$ cat src/rtl/pipeline_ctrl_pkg.sv
// Shared encodings for the pipeline hazard controller: next-PC source select,
// sequencer state, and the load-use hazard detection helper.
package pipeline_ctrl_pkg;

    typedef enum logic [1:0] {
        PC_SEL_SEQ = 2'd0,
        PC_SEL_BR  = 2'd1,
        PC_SEL_JMP = 2'd2,
        PC_SEL_EXC = 2'd3
    } pc_sel_e;

    typedef enum logic {
        RUN     = 1'b0,
        MD_WAIT = 1'b1
    } hz_state_e;

    // A load in EX feeding a source register of the instruction in ID; r0 never hazards.
    function automatic logic load_use_hit(
        input logic       mem_read,
        input logic [4:0] ld_rt,
        input logic [4:0] rs,
        input logic [4:0] rt,
        input logic       uses_rt
    );
        return mem_read && (ld_rt != 5'd0) &&
               ((ld_rt == rs) || (uses_rt && (ld_rt == rt)));
    endfunction

endpackage

$ cat src/rtl/pipeline_hazard_ctrl_md_busy_timer.sv
// Loadable down-counter tracking the remaining mult/div occupancy.
// Clear wins over load; decrement stops at zero.
module md_busy_timer #(
    parameter int W = 5
) (
    input  logic         clk,
    input  logic         reset,
    input  logic         clear,
    input  logic         load,
    input  logic [W-1:0] load_value,
    input  logic         dec,
    output logic         zero
);

    logic [W-1:0] count_r;

    // Occupancy counter register.
    always_ff @(posedge clk or posedge reset) begin
        if (reset) begin
            count_r <= {W{1'b0}};
        end else if (clear) begin
            count_r <= {W{1'b0}};
        end else if (load) begin
            count_r <= load_value;
        end else if (dec && (count_r != {W{1'b0}})) begin
            count_r <= count_r - W'(1);
        end else begin
            count_r <= count_r;
        end
    end

    assign zero = (count_r == {W{1'b0}});

endmodule

$ cat src/rtl/pipeline_hazard_ctrl.sv
// Stall/flush sequencer for the 5-stage pipeline: prioritises exceptions, taken
// branches, load-use and mult/div hazards and ID jumps, and selects the next PC.
module pipeline_hazard_ctrl
    import pipeline_ctrl_pkg::*;
#(
    parameter int MD_LATENCY = 32,
    parameter int CNT_W      = 32
) (
    input  logic             clk,
    input  logic             reset,
    input  logic [4:0]       id_rs,
    input  logic [4:0]       id_rt,
    input  logic             id_uses_rt,
    input  logic             id_jump,
    input  logic             id_md_start,
    input  logic             id_md_use,
    input  logic             ex_mem_read,
    input  logic [4:0]       ex_rt,
    input  logic             ex_branch_taken,
    input  logic             exc_req,
    output logic             pc_wr_en,
    output logic [1:0]       pc_sel,
    output logic             if_id_wr_en,
    output logic             if_id_flush,
    output logic             id_ex_flush,
    output logic             ex_mem_flush,
    output logic             md_busy,
    output logic             md_abort,
    output logic [CNT_W-1:0] stall_cnt
);

    localparam int MD_W = (MD_LATENCY > 2) ? $clog2(MD_LATENCY) : 1;

    hz_state_e        state_r;
    hz_state_e        state_nxt_s;
    logic             load_use_s;
    logic             md_stall_s;
    logic             evt_block_s;
    logic             md_load_s;
    logic             md_clear_s;
    logic             md_dec_s;
    logic             md_zero_s;
    logic [CNT_W-1:0] stall_cnt_r;

    assign load_use_s  = load_use_hit(ex_mem_read, ex_rt, id_rs, id_rt, id_uses_rt);
    assign md_stall_s  = (state_r == MD_WAIT) && (id_md_start || id_md_use);
    assign evt_block_s = exc_req || ex_branch_taken || load_use_s || md_stall_s;
    assign md_dec_s    = (state_r == MD_WAIT);

    md_busy_timer #(
        .W (MD_W)
    ) u_md_timer (
        .clk        (clk),
        .reset      (reset),
        .clear      (md_clear_s),
        .load       (md_load_s),
        .load_value (MD_W'(MD_LATENCY - 1)),
        .dec        (md_dec_s),
        .zero       (md_zero_s)
    );

    // Sequencer state register.
    always_ff @(posedge clk or posedge reset) begin
        if (reset) begin
            state_r <= RUN;
        end else begin
            state_r <= state_nxt_s;
        end
    end

    // Next-state and occupancy timer control.
    always_comb begin
        state_nxt_s = state_r;
        md_load_s   = 1'b0;
        md_clear_s  = 1'b0;
        case (state_r)
            RUN: begin
                if (id_md_start && !evt_block_s) begin
                    state_nxt_s = MD_WAIT;
                    md_load_s   = 1'b1;
                end else begin
                    state_nxt_s = RUN;
                end
            end
            MD_WAIT: begin
                // An exception cancels the in-flight op; a taken branch does not (it is younger).
                if (exc_req) begin
                    state_nxt_s = RUN;
                    md_clear_s  = 1'b1;
                end else if (md_zero_s) begin
                    state_nxt_s = RUN;
                end else begin
                    state_nxt_s = MD_WAIT;
                end
            end
            default: begin
                state_nxt_s = RUN;
                md_clear_s  = 1'b1;
            end
        endcase
    end

    // Priority-resolved pipeline control outputs, forced low during reset.
    always_comb begin
        pc_wr_en     = 1'b0;
        pc_sel       = PC_SEL_SEQ;
        if_id_wr_en  = 1'b0;
        if_id_flush  = 1'b0;
        id_ex_flush  = 1'b0;
        ex_mem_flush = 1'b0;
        md_busy      = 1'b0;
        md_abort     = 1'b0;
        if (!reset) begin
            md_busy = (state_r == MD_WAIT);
            if (exc_req) begin
                pc_sel       = PC_SEL_EXC;
                pc_wr_en     = 1'b1;
                if_id_wr_en  = 1'b1;
                if_id_flush  = 1'b1;
                id_ex_flush  = 1'b1;
                ex_mem_flush = 1'b1;
                md_abort     = (state_r == MD_WAIT);
            end else if (ex_branch_taken) begin
                pc_sel      = PC_SEL_BR;
                pc_wr_en    = 1'b1;
                if_id_wr_en = 1'b1;
                if_id_flush = 1'b1;
                id_ex_flush = 1'b1;
            end else if (load_use_s || md_stall_s) begin
                id_ex_flush = 1'b1;
            end else if (id_jump) begin
                pc_sel      = PC_SEL_JMP;
                pc_wr_en    = 1'b1;
                if_id_wr_en = 1'b1;
                if_id_flush = 1'b1;
            end else begin
                pc_wr_en    = 1'b1;
                if_id_wr_en = 1'b1;
            end
        end else begin
            md_busy = 1'b0;
        end
    end

    // Saturating count of cycles with the PC held.
    always_ff @(posedge clk or posedge reset) begin
        if (reset) begin
            stall_cnt_r <= {CNT_W{1'b0}};
        end else if (!pc_wr_en && (stall_cnt_r != {CNT_W{1'b1}})) begin
            stall_cnt_r <= stall_cnt_r + CNT_W'(1);
        end else begin
            stall_cnt_r <= stall_cnt_r;
        end
    end

    assign stall_cnt = stall_cnt_r;

endmodule

$ cat config.mk
export PLATFORM = sky130hd
export DESIGN_NAME = pipeline_hazard_ctrl
export DESIGN_NICKNAME = d
export VERILOG_FILES = /design/src/rtl/pipeline_ctrl_pkg.sv /design/src/rtl/pipeline_hazard_ctrl_md_busy_timer.sv /design/src/rtl/pipeline_hazard_ctrl.sv
export SDC_FILE = /design/constraint.sdc
export NUM_CORES = 1
export LEC_CHECK = 0
export CORE_ASPECT_RATIO = 0.75
export CORE_MARGIN = 5
export CORE_UTILIZATION = 46
export CTS_CLUSTER_DIAMETER = 30
export CTS_CLUSTER_SIZE = 40
export DETAILED_ROUTE_END_ITERATION = 7
export PLACE_DENSITY_LB_ADDON = 0.12
export SLEW_MARGIN = 0
export SYNTH_ARGS = -nofsm -noshare
export SYNTH_HDL_FRONTEND = slang
export SYNTH_SLANG_ARGS = --single-unit
$ cat constraint.sdc
create_clock -name clk -period 2.57 [get_ports clk]
set_input_delay 0.514 -clock clk [delete_from_list [all_inputs] [get_ports clk]]
set_output_delay 0.514 -clock clk [all_outputs]
set_load 0.005 [all_outputs]
Word level (Yosys, flattened, before mapping). Cells that the tools add are included.

Bitwise logic cells: 1. Reductions and logical operators: 19. Equality and inequality tests: 3. Multiplexer cells: 32. $add $sub $neg: 2.

Operator list (number): $add 32x1->32 const B (1); $ne 32x32->1 const B (1); $mux 1 (23); $mux 5 (3); $eq 5x5->1 (2); $mux 2 (5); $reduce_bool 5->1 (2); $logic_and 1x1->1 (7); $logic_or 1x1->1 (6); $logic_not 5->1 (1); $sub 5x1->5 const B (1); $reduce_bool 3->1 (1); $logic_not 1->1 (2); $pmux 1 s2 (1); $not 1->1 (1).

Register bits: 38. Output and inout bits: 41. Bits of input ports: 24. Logic and storage cells: 60.

Longest topological paths before layout. Gate-level depths: netlist (run 1).

Word-level depth: 12. Mapped depth: 8. Gate-level depth less buffers: 7.

By module. A second synthesis (run 1) with hierarchy kept.

Cells, all modules: 212. Area, all modules: 2205.9 sq um.

By module, submodules not included: pipeline_hazard_ctrl (area each 1850.5 sq um, cells an instance 176, instances 1, seq. area each 825.8 sq um); md_busy_timer (area each 355.3 sq um, cells an instance 36, instances 1, seq. area each 125.1 sq um).

Least setup slack after synthesis (run 1). OpenSTA, ideal clock, no wires.

Path type: in2out. Start: in ex_rt[1]. End: out pc_wr_en. Path buffers: 1. Arrival: 1904 ps. Slack: 152 ps. Cell stages on the path: 4. Path through: or4_1 o21a_1 a311oi_4 buf_4.

Cells in the longest elaborated chain, start to end: 9. Elaborated cells on any way between the ends: 12.

RTL lines: from (decl) (line pipeline_hazard_ctrl.sv:18) `input logic [4:0] ex_rt,`; $eq 5x5->1 (line pipeline_ctrl_pkg.sv:26) `((ld_rt == rs) || (uses_rt && (ld_rt == rt)));`; $logic_and 1x1->1 (line pipeline_ctrl_pkg.sv:26); $logic_or 1x1->1 (line pipeline_ctrl_pkg.sv:26); $logic_and 1x1->1 * (line pipeline_ctrl_pkg.sv:25) `return mem_read && (ld_rt != 5'd0) &&`; $logic_or 1x1->1 * (line pipeline_hazard_ctrl.sv:129) `end else if (load_use_s || md_stall_s) begin`; $mux 1 * (4 in a row); to (decl) (line pipeline_hazard_ctrl.sv:21) `output logic pc_wr_en,`.

Mark *: on every way between the ends. The rest lies on a longest branch, timed or not.

Worst setup path after layout (run 1).
Start: in id_rs[0]. End: out id_ex_flush.

Cells in the longest elaborated chain, start to end: 8.

RTL lines: from (decl) (line pipeline_hazard_ctrl.sv:11) `input logic [4:0] id_rs,`; $eq 5x5->1 (line pipeline_ctrl_pkg.sv:26); $logic_or 1x1->1 (line pipeline_ctrl_pkg.sv:26); $logic_and 1x1->1 (line pipeline_ctrl_pkg.sv:25); $logic_or 1x1->1 (line pipeline_hazard_ctrl.sv:129); $mux 1 (line pipeline_hazard_ctrl.sv:129); $mux 1 (line pipeline_hazard_ctrl.sv:123) `end else if (ex_branch_taken) begin`; $mux 1 (line pipeline_hazard_ctrl.sv:115) `if (exc_req) begin`; $mux 1 (line pipeline_hazard_ctrl.sv:113) `if (!reset) begin`; to (decl) (line pipeline_hazard_ctrl.sv:25) `output logic id_ex_flush,`.

No other way between the ends.

==> reports/metrics.cfg, run 1 <==
[outcome]
run_status=finished clean

[die]
area_of_the_die_sq_mm=0.00593
io-pin-count=65
row_count=21
die_width_microns=87.2
fp.coreArea_sq_mm=0.00439
die_h_microns=67.9
start_util=0.469

[final_layout]
final_stage_net_count=306
syn_to_final_growth_pct=44.5
most_common_cell_after_layout_fill_and_taps_aside=sky130_fd_sc_hd__clkdlybuf4s50_1
antenna_diode_count=0
mostFrequentLayoutCells=54 x sky130_fd_sc_hd__clkdlybuf4s50_1, 40 x sky130_fd_sc_hd__xnor2_1, 38 x sky130_fd_sc_hd__dfrtp_1, 21 x sky130_fd_sc_hd__nand2_1, 18 x sky130_fd_sc_hd__nand4_1
layout-drive-gt1-share=0.132

[setup_path]
reg2reg_from=stall_cnt[2]$_DFFE_PP0P_
setup.worst_path.start_class=primary input
worst-endpoint-required_ns=2.06
r2r-end=stall_cnt[26]$_DFFE_PP0P_
crit_path_max_fanout=2
r2r_cells=8
critical_path_arrival_ns=1.96
worstSetupPathType=primary input to primary output
critPathCaptureType=primary output
r2r_setup_slack_ns=0.34

[clock_tree]
ctsHoldBuffers=0
clock-sinks=38
cts_max_path_buffers=2
tritoncts.num_buffers=5
clkSlewWorstSetupHoldPaths_ns=0.08
clock_tree.root_cell=sky130_fd_sc_hd__clkbuf_8
clk_latency_ns=0.30
cts_tree=built
clock_tree.htree_level_count=2

[grt]
m1_gr_usage=0.223
met2_usage_in_global_routing=0.262
grt_pass1_wl_mm=7.76
grt_pass1_vias=1691
grt_most_used_layer=met2
grt-ovfl-total=0
grt_start_max_net_pins=39
antenna_violations_before_repair=0
grt_util_all_layers=0.167
gr-usage-met3=0.0445

[timing]
grt_setup_unrepaired=false
maxClockFrequency_mhz=404
total_count_of_hold_check_failures_in_the_final_report=0
fin_crit_sh=0.964
slew_headroom=0.598
timing_worst_slew_pin_value_ns=0.598
final-setup-viol-count=0
final_max_slew_viol_count=0
finalCriticalPeriod_ns=2.48
timing.hold.ws_ns=0.488
finClkSkew_ns=0.00912

[synthesis]
synthDominantCellAreaShare=0.462
synth.net_count=224
syn-mean-instance-area_sq_um=10.4
yosys-top-cells-area=sky130_fd_sc_hd__dfrtp_1 46%, sky130_fd_sc_hd__xnor2_1 17%, sky130_fd_sc_hd__nand4_1 5.5%, sky130_fd_sc_hd__nand2_1 3.8%, sky130_fd_sc_hd__nand3_1 2.9%
synth-seq-area-share=0.462
post_synth_inst_count=197
cell_area_after_synthesis_sq_mm=0.00206
ys_ff_latch=38
yosysWarnings=0
synth_enable_flop_cells=0
post-synth-top-area-cell=sky130_fd_sc_hd__dfrtp_1
asyncSetResetFlopFracSynth=1.00
synth.distinct_cells=37
synth-main-ff-cell=sky130_fd_sc_hd__dfrtp_1

[route]
drt_pre_antenna_iters=4
drc=0
drt_wl_total_mm=4.67
route.vias.total=1758
detail-route-antenna-nets=0
routedWlPerCell_microns=13.9
detail_route.iter0.violations=72
route.detailed.vias_per_inst=5.22

[power]
power.leakage_nw=1.20
p_per_area_mw_per_mm2=621
irDropWorstVdd_mv=0.354
report.power.total_mw=1.85

[hold_path]
whs_endpoint=stall_cnt[9]$_DFFE_PP0P_
whs_path_depth=1
hold_class=flip-flop to flip-flop
hold_start=stall_cnt[9]$_DFFE_PP0P_

[placement]
dp.final_hpwl_mm=3.56
port-buffer-count=64
place_congestion=0.793

[job]
drv_cap=0

## worst max path at each step
stage               startpoint                        end  slack (ns)  cells past startpoint
floorplan             ex_rt[1]                   pc_wr_en        0.15                      4
global placement      ex_rt[1]                   pc_wr_en       -0.49                      5
detailed placement    ex_rt[1]                   pc_wr_en       -0.54                      5
CTS                   ex_rt[3]                   pc_wr_en       0.002                      6
global route          id_rs[1]  stall_cnt[17]$_DFFE_PP0P_       0.007                     11
finish                id_rs[0]                id_ex_flush        0.09                      8
## metal layers
metal  up-vias  share of wire
met5         -              0
met4         0          0.016
met3         8          0.052
met2        34           0.46
met1       847           0.47
li1        869              -
## power by group
group | switching, mW | internal (mW) | total (mW)
Combinational | 0.191 | 0.266 | 0.457
Clock | 0.218 | 0.389 | 0.607
Sequential | 0.102 | 0.681 | 0.783
## worst max-delay path, cell delays in order
cell and delay (ns):
sky130_fd_sc_hd__clkdlybuf4s50_1 0.47, sky130_fd_sc_hd__xnor2_1 0.12, sky130_fd_sc_hd__nand3_1 0.11, sky130_fd_sc_hd__o22ai_2 0.21, sky130_fd_sc_hd__nand2_1 0.09, sky130_fd_sc_hd__buf_4 0.14
sky130_fd_sc_hd__a31oi_1 0.16, sky130_fd_sc_hd__buf_2 0.14
## sequential cells by signal (all words and copies together), names as in the netlist
register	cells
u_md_timer.count_r	5
md_dec_s	1
stall_cnt	32
## logic make-up after synthesis
logic type,Yosys count,share of synthesized area
AOI/OAI and AO/OA,17,0.0784
xor gates and xnor gates,42,0.179
adders and majority gates,3,0.0182
buffers and inverters,10,0.0243
DFF,38,0.462
muxes,1,0.00547
and+or+nand+nor,86,0.233
## cells in the mapped netlist (4+ instances only)
| master | instances |
|---|---|
| sky130_fd_sc_hd__nor3_1 | 4 |
| sky130_fd_sc_hd__dfrtp_1 | 38 |
| sky130_fd_sc_hd__xnor2_1 | 40 |
| sky130_fd_sc_hd__nand4_1 | 18 |
| sky130_fd_sc_hd__and3_1 | 6 |
| sky130_fd_sc_hd__o21ai_0 | 4 |
| sky130_fd_sc_hd__nand3_1 | 12 |
| sky130_fd_sc_hd__nand2_1 | 21 |
| sky130_fd_sc_hd__inv_1 | 6 |
| sky130_fd_sc_hd__nor2_1 | 7 |
## repair_timing
item / in CTS / in global routing
gates resized for setup: 22 / 9
setup endpoints to repair: 10 / 6
setup buffers: 1 / 0
pin swaps: 4 / 7
## per-stage QoR
step	utilization	TNS, ns	setup WS, ns	cell area (sq um)	std cells
after floorplan	-	0	0.152	2060	197
after global placement	0.649	-8.43	-0.489	2850	328
after detailed placement	0.649	-10.39	-0.539	2850	328
after CTS	0.681	0	0.00198	2990	337
after global routing	0.678	0	0.00710	2970	337
final	0.678	0	0.0935	2970	337
## layout make-up
cell class / instances / area (sq um)
fillers: 347 / 1410
multi-input cells: 149 / 1070
flip-flops and latches: 38 / 951
repair buffers: 79 / 726
well taps: 57 / 71.3
clock buffers: 5 / 68.8
clock inverters: 3 / 68.8
inverters: 6 / 22.5
Power figures use the tool's default switching activity.
==> run 2, diff against run 1 <==
--- a/config.mk
+++ b/config.mk
@@ -5,6 +5,7 @@
 export SDC_FILE = /design/constraint.sdc
 export NUM_CORES = 1
 export LEC_CHECK = 0
+export CAP_MARGIN = 20
 export CORE_ASPECT_RATIO = 0.75
 export CORE_MARGIN = 5
 export CORE_UTILIZATION = 46
==> results of run 2 <==
No change in the layout: final DEF, timing and power equal those of run 1.
==> run 3, diff against run 2 <==
--- a/config.mk
+++ b/config.mk
@@ -12,7 +12,7 @@
 export CTS_CLUSTER_DIAMETER = 30
 export CTS_CLUSTER_SIZE = 40
 export DETAILED_ROUTE_END_ITERATION = 7
-export PLACE_DENSITY_LB_ADDON = 0.12
+export PLACE_DENSITY_LB_ADDON = 0.25
 export SLEW_MARGIN = 0
 export SYNTH_ARGS = -nofsm -noshare
 export SYNTH_HDL_FRONTEND = slang
==> constraint.sdc (replaced) <==
create_clock -name clk -period 2.57 [get_ports clk]
set_input_delay 0.514 -clock clk [delete_from_list [all_inputs] [get_ports clk]]
set_output_delay 0.514 -clock clk [all_outputs]
set_load 0.05 [all_outputs]
==> run 3 against run 2 <==
Net effect: final cell count grew 0.30%; maximum frequency fell by 0.96%; die area is the same; first-iteration DRC count fell by 13%; register-to-register slack better by 0.03 ns; global-route usage increased by 2.3 points; core utilization rose by 3.4 points; hold slack better by 0.0061 ns; non-clock buffer count grew 1; worst setup slack worse by 0.024 ns.
==> reports/metrics.cfg, run 3 (same netlist as run 1, synthesis figures left out) <==
[power]
p_per_area_mw_per_mm2=647
report.power.total_mw=2.02
power.leakage_nw=1.25
irDropWorstVdd_mv=0.531

[setup_path]
path_cells=clkdlybuf4s50_1 -> xnor2_1 -> nand4_1 -> o22ai_1 -> buf_4 -> nand2_2 -> a31oi_2 -> buf_12
r2r_setup_slack_ns=0.37
cp_slowest_stage_delay_ns=0.47
reg2reg_from=stall_cnt[28]$_DFFE_PP0P_
critPathCaptureType=primary output
worst-endpoint-required_ns=2.06
path_delay_family=buffers and inverters
setup.worst_path.start_class=primary input
r2r_cells=7
cp.buffers_inverters=3
crit_path_max_fanout=3
worstSetupPathType=primary input to primary output
critPathSlowestCell=sky130_fd_sc_hd__clkdlybuf4s50_1
r2r-end=stall_cnt[1]$_DFFE_PP0P_
critical_path_arrival_ns=1.99

[clock_tree]
clock_tree.htree_level_count=2
clock-sinks=38
clkSlewWorstSetupHoldPaths_ns=0.07
tritoncts.num_buffers=5
cts_max_path_buffers=2
clock_tree.root_cell=sky130_fd_sc_hd__clkbuf_8
cts_tree=built
clk_latency_ns=0.28
ctsHoldBuffers=0

[hold_path]
hold_start=stall_cnt[5]$_DFFE_PP0P_
whs_endpoint=stall_cnt[5]$_DFFE_PP0P_
hold_class=flip-flop to flip-flop
whs_path_depth=1

[timing]
final-setup-viol-count=0
grt_setup_unrepaired=true
total_count_of_hold_check_failures_in_the_final_report=0
maxClockFrequency_mhz=400
slew_headroom=0.595
finalCriticalPeriod_ns=2.50
fin_crit_sh=0.973
final_max_slew_viol_count=0
timing.final.ws_setup_ns=0.0695
timing.setup.tns_ns=0
timing_worst_slew_pin_value_ns=0.602
finClkSkew_ns=0.00757
timing.hold.ws_ns=0.494

[route]
route.vias.total=1799
drt_pre_antenna_iters=4
drc=0
routedWlPerCell_microns=15.5
detail-route-antenna-nets=0
drt_wl_total_mm=5.23
route.detailed.vias_per_inst=5.32
detail_route.iter0.violations=63

[die]
start_util=0.469
io-pin-count=65
fp.coreArea_sq_mm=0.00439
die_width_microns=87.2
row_count=21
area_of_the_die_sq_mm=0.00593
die_h_microns=67.9

[grt]
grt_pass1_wl_mm=8.78
grt_start_max_net_pins=39
grt-ovfl-total=0
antenna_violations_before_repair=0
grt_util_all_layers=0.191
grt_pass1_vias=1883

[placement]
placement.cell_area_sq_mm=0.00296
place_inst=328
dp.final_hpwl_mm=3.96
port-buffer-count=64
pre_cts_slack_ns=-0.300
place_congestion=0.830

[outcome]
run_status=finished clean

[final_layout]
final_core_util=0.711
syn_to_final_growth_pct=51.7
antenna_diode_count=0
multiInputGateArea_sq_mm=0.00111
final_stage_net_count=307
mostFrequentLayoutCells=49 x sky130_fd_sc_hd__clkdlybuf4s50_1, 39 x sky130_fd_sc_hd__xnor2_1, 38 x sky130_fd_sc_hd__dfrtp_1, 20 x sky130_fd_sc_hd__nand2_1, 18 x sky130_fd_sc_hd__nand4_1
most_common_cell_after_layout_fill_and_taps_aside=sky130_fd_sc_hd__clkdlybuf4s50_1
post_layout_nonfiller_instances=338
max_reg_flops=32
layout-drive-gt1-share=0.178
nFillCells=330
final_design_area_no_fill_sq_mm=0.00312
ff_latch_area_sq_um=951

[job]
drv_cap=0

[run 3: changes by cell type in the layout (fill, tap and decap cells not counted), sizes merged]
cell	before	now
clkbuf	8	7
clkdlybuf4s50	54	49
clkdlybuf4s15	3	2
clkinvlp	0	1
clkinv	1	0
dlymetal6s2s	0	1
buf	18	27
inv	6	5
bufinv	2	1
[run 3: worst max path at each step]
stage               slack [ns]  startpoint  cells past startpoint                        end
finish                    0.07    id_rt[2]                      8                id_ex_flush
global route             -0.03    id_rt[2]                     12  stall_cnt[29]$_DFFE_PP0P_
CTS                      0.002    ex_rt[4]                      6                   pc_wr_en
detailed placement       -0.30    ex_rt[2]                      7                  pc_sel[1]
global placement         -0.27    ex_rt[2]                      6                   pc_wr_en
floorplan                -0.23    ex_rt[1]                      4                   pc_wr_en
[run 3: final cells by class]
class | instances | share of cell area
multi-input combinational | 149 | 0.357
sequential | 38 | 0.305
inverter | 6 | 0.00842
tap | 57 | 0.0228
timing repair buffer | 80 | 0.273
clock inverter | 1 | 0.00962
clock buffer | 7 | 0.0244
[run 3: power by group]
group / leakage (nW) / switching, mW / internal (mW)
Clock: 0.0524 / 0.200 / 0.290
Sequential: 0.501 / 0.102 / 0.682
Combinational: 0.695 / 0.444 / 0.304
[run 3: what timing repair did]
action / CTS / global route
endpoints found under the setup margin: 5 / 18
resized for setup: 15 / 8
hold endpoints to repair: 0 / 0
buffers inserted: 1 / 1
pin swaps: 4 / 8
[run 3: metal layers]
| metal | vias up | global-route usage | part of all wire |
|---|---|---|---|
| li1 | 864 | - | - |
| met1 | 883 | 0.238 | 0.43 |
| met2 | 47 | 0.323 | 0.49 |
| met3 | 5 | 0.0566 | 0.069 |
| met4 | 0 | 0.0536 | 0.0076 |
| met5 | - | 0 | 0 |
==> variant: new RTL, config.mk and constraints of run 3 <==
Change the parameter `MD_LATENCY` from 32 to 64.
--- a/src/rtl/pipeline_hazard_ctrl.sv
+++ b/src/rtl/pipeline_hazard_ctrl.sv
@@ -5,3 +5,3 @@
 #(
-    parameter int MD_LATENCY = 32,
+    parameter int MD_LATENCY = 64,
     parameter int CNT_W      = 32
Function: same outputs for any inputs over 10 cycles, from zero or initial values and one cycle with reset high; that may be too few to reach the edited logic, so the function may still have changed.
==> variant against run 3 <==
Die area grew 2.0%; area after synthesis grew 2.3%; fmax shrank 2.1%; non-clock buffer count grew 8; sequential cell count grew 1; total power grew 3.6%; count of clock-buffer cells in the layout shrank 1; worst setup slack lost 0.055 ns; sequential power grew 5.4%; synthesized cell count grew 10%; design area grew 2.3%; largest power group is now combinational cells; global-route usage grew 0.38 points; critical endpoint is now pc_sel[1]; wire length grew 10%.
==> variant: results (changes against run 3) <==
pre-CTS setup slack=-0.438 ns (-0.138 ns); status=finished, final reports clean; Routed wire per std cell=16.0 um (+3.3%); Total Routing Usage GR=19.4% (+0.38 points); Iteration-0 DRC Markers=121 (+92%); global-route wire length before repair=9090 um (+3.5%); synth top area cells=dfrtp_1, xnor2_1, xor2_1; WL met1=2690 um (+19%); synth unique cells=33 (-11%); Post-synth top cells=dfrtp_1, xnor2_1, nand2_1, nand3_1, xor2_1; Internal=1260 uW (-1.4%); Max-slew headroom=63.8% (+4.3 points); total number of vias=1925 (+7.0%); Final HPWL DP=4030 um (+1.8%); Root Buffer=clkbuf_8; clock buffer count from CTS=5 (unchanged); syn nets=244 (+8.9%); fillcell total=347 (+5.2%); Leak Pwr=0.00146 uW (+17%); Max clock buf depth=2 (unchanged); global placer's final weighted congestion=0.851 (+2.5%); prevailing post-synth register cell=dfrtp_1; WL met3=190 um (-48%); Worst Skew=0.00680 ns (-0.000778 ns); Critical Path Fanout Max=2 (-1); CP Data Arrival Time=2.04 ns (+0.05 ns); Nets=332 (+8.1%); largest net degree at the start of global routing=40 (+2.6%); sequential area share after synthesis=46.3% (+0.15 points); worst vdd ir=0.000699 V (+32%)
## variant: cell count changes after synthesis, moves of 4 or more
cell	delta
and3_1	+4
nand3_1	+9
nand4_1	-7
nor2_1	+5
o21ai_0	+4
xnor2_1	-13
xor2_1	+12
## variant: final timing paths
check	from	endpoint	slack, ns	cells after the start
setup / recovery	ex_rt[1]	pc_sel[1]	0.01	7
hold / removal	stall_cnt[14]$_DFFE_PP0P_	stall_cnt[14]$_DFFE_PP0P_	0.48	1
setup reg to reg	stall_cnt[6]$_DFFE_PP0P_	stall_cnt[31]$_DFFE_PP0P_	0.31	8
hold reg to reg	stall_cnt[14]$_DFFE_PP0P_	stall_cnt[14]$_DFFE_PP0P_	0.48	1
max in group asynchronous	reset	stall_cnt[13]$_DFFE_PP0P_	1.35	4
min in group asynchronous	reset	stall_cnt[29]$_DFFE_PP0P_	0.87	4
## variant: cell type report
cell class | count | area, um^2 | area share, %
Inverter | 7 | 30.0 | 0.940
Clock buffer | 6 | 72.6 | 2.27
Sequential cell | 39 | 976 | 30.6
Tap cell | 57 | 71.3 | 2.23
Timing Repair Buffer | 88 | 883 | 27.7
Multi-Input combinational cell | 164 | 1160 | 36.3
## variant: worst max-delay path, stage by stage
cell and delay, ns:
buf_6 0.09, or4_4 0.54, o21ai_4 0.16, o21bai_4 0.16, nand2_2 0.10, o32ai_4 0.30, buf_12 0.18
## variant: metrics by stage
stage,total power (uW),util (%),instances
after floorplan,1350,-,217
after global placement,1650,67.5,353
after detailed placement,1670,67.5,353
after CTS,2080,70.2,360
after global routing,2220,71.9,361
final,2090,71.9,361
## variant: timing repair
item                                    4_1_cts  5_1_grt
pin swaps                                    10       17
cloned                                        0        0
setup buffers                                 1        1
gates resized for setup                      35       24
endpoints found under the setup margin       15       20
## variant: power by group through the flow
| stage | sequential, uW | combinational (uW) | clock [uW] |
|---|---|---|---|
| after floorplan | 966 | 389 | 0 |
| after global placement | 827 | 826 | 0 |
| after detailed placement | 831 | 840 | 0 |
| after CTS | 822 | 867 | 389 |
| after global routing | 845 | 961 | 414 |
| final | 826 | 888 | 380 |
## variant: kinds of logic after synthesis
logic type / after synthesis / share of synthesized area (%)
xor gates and xnor gates: 41 / 17.1
DFF: 39 / 46.3
adders and majority gates: 3 / 1.78
AOI/OAI and AO/OA: 22 / 6.66
buffers and inverters: 14 / 3.74
and+or+nand+nor: 98 / 24.4
## variant: routing by layer
layer  vias to the layer above  track usage, %
met5                         -               0
li1                        934               -
met2                        39            30.5
met4                         0            6.42
met1                       945            26.9
met3                         7            4.16
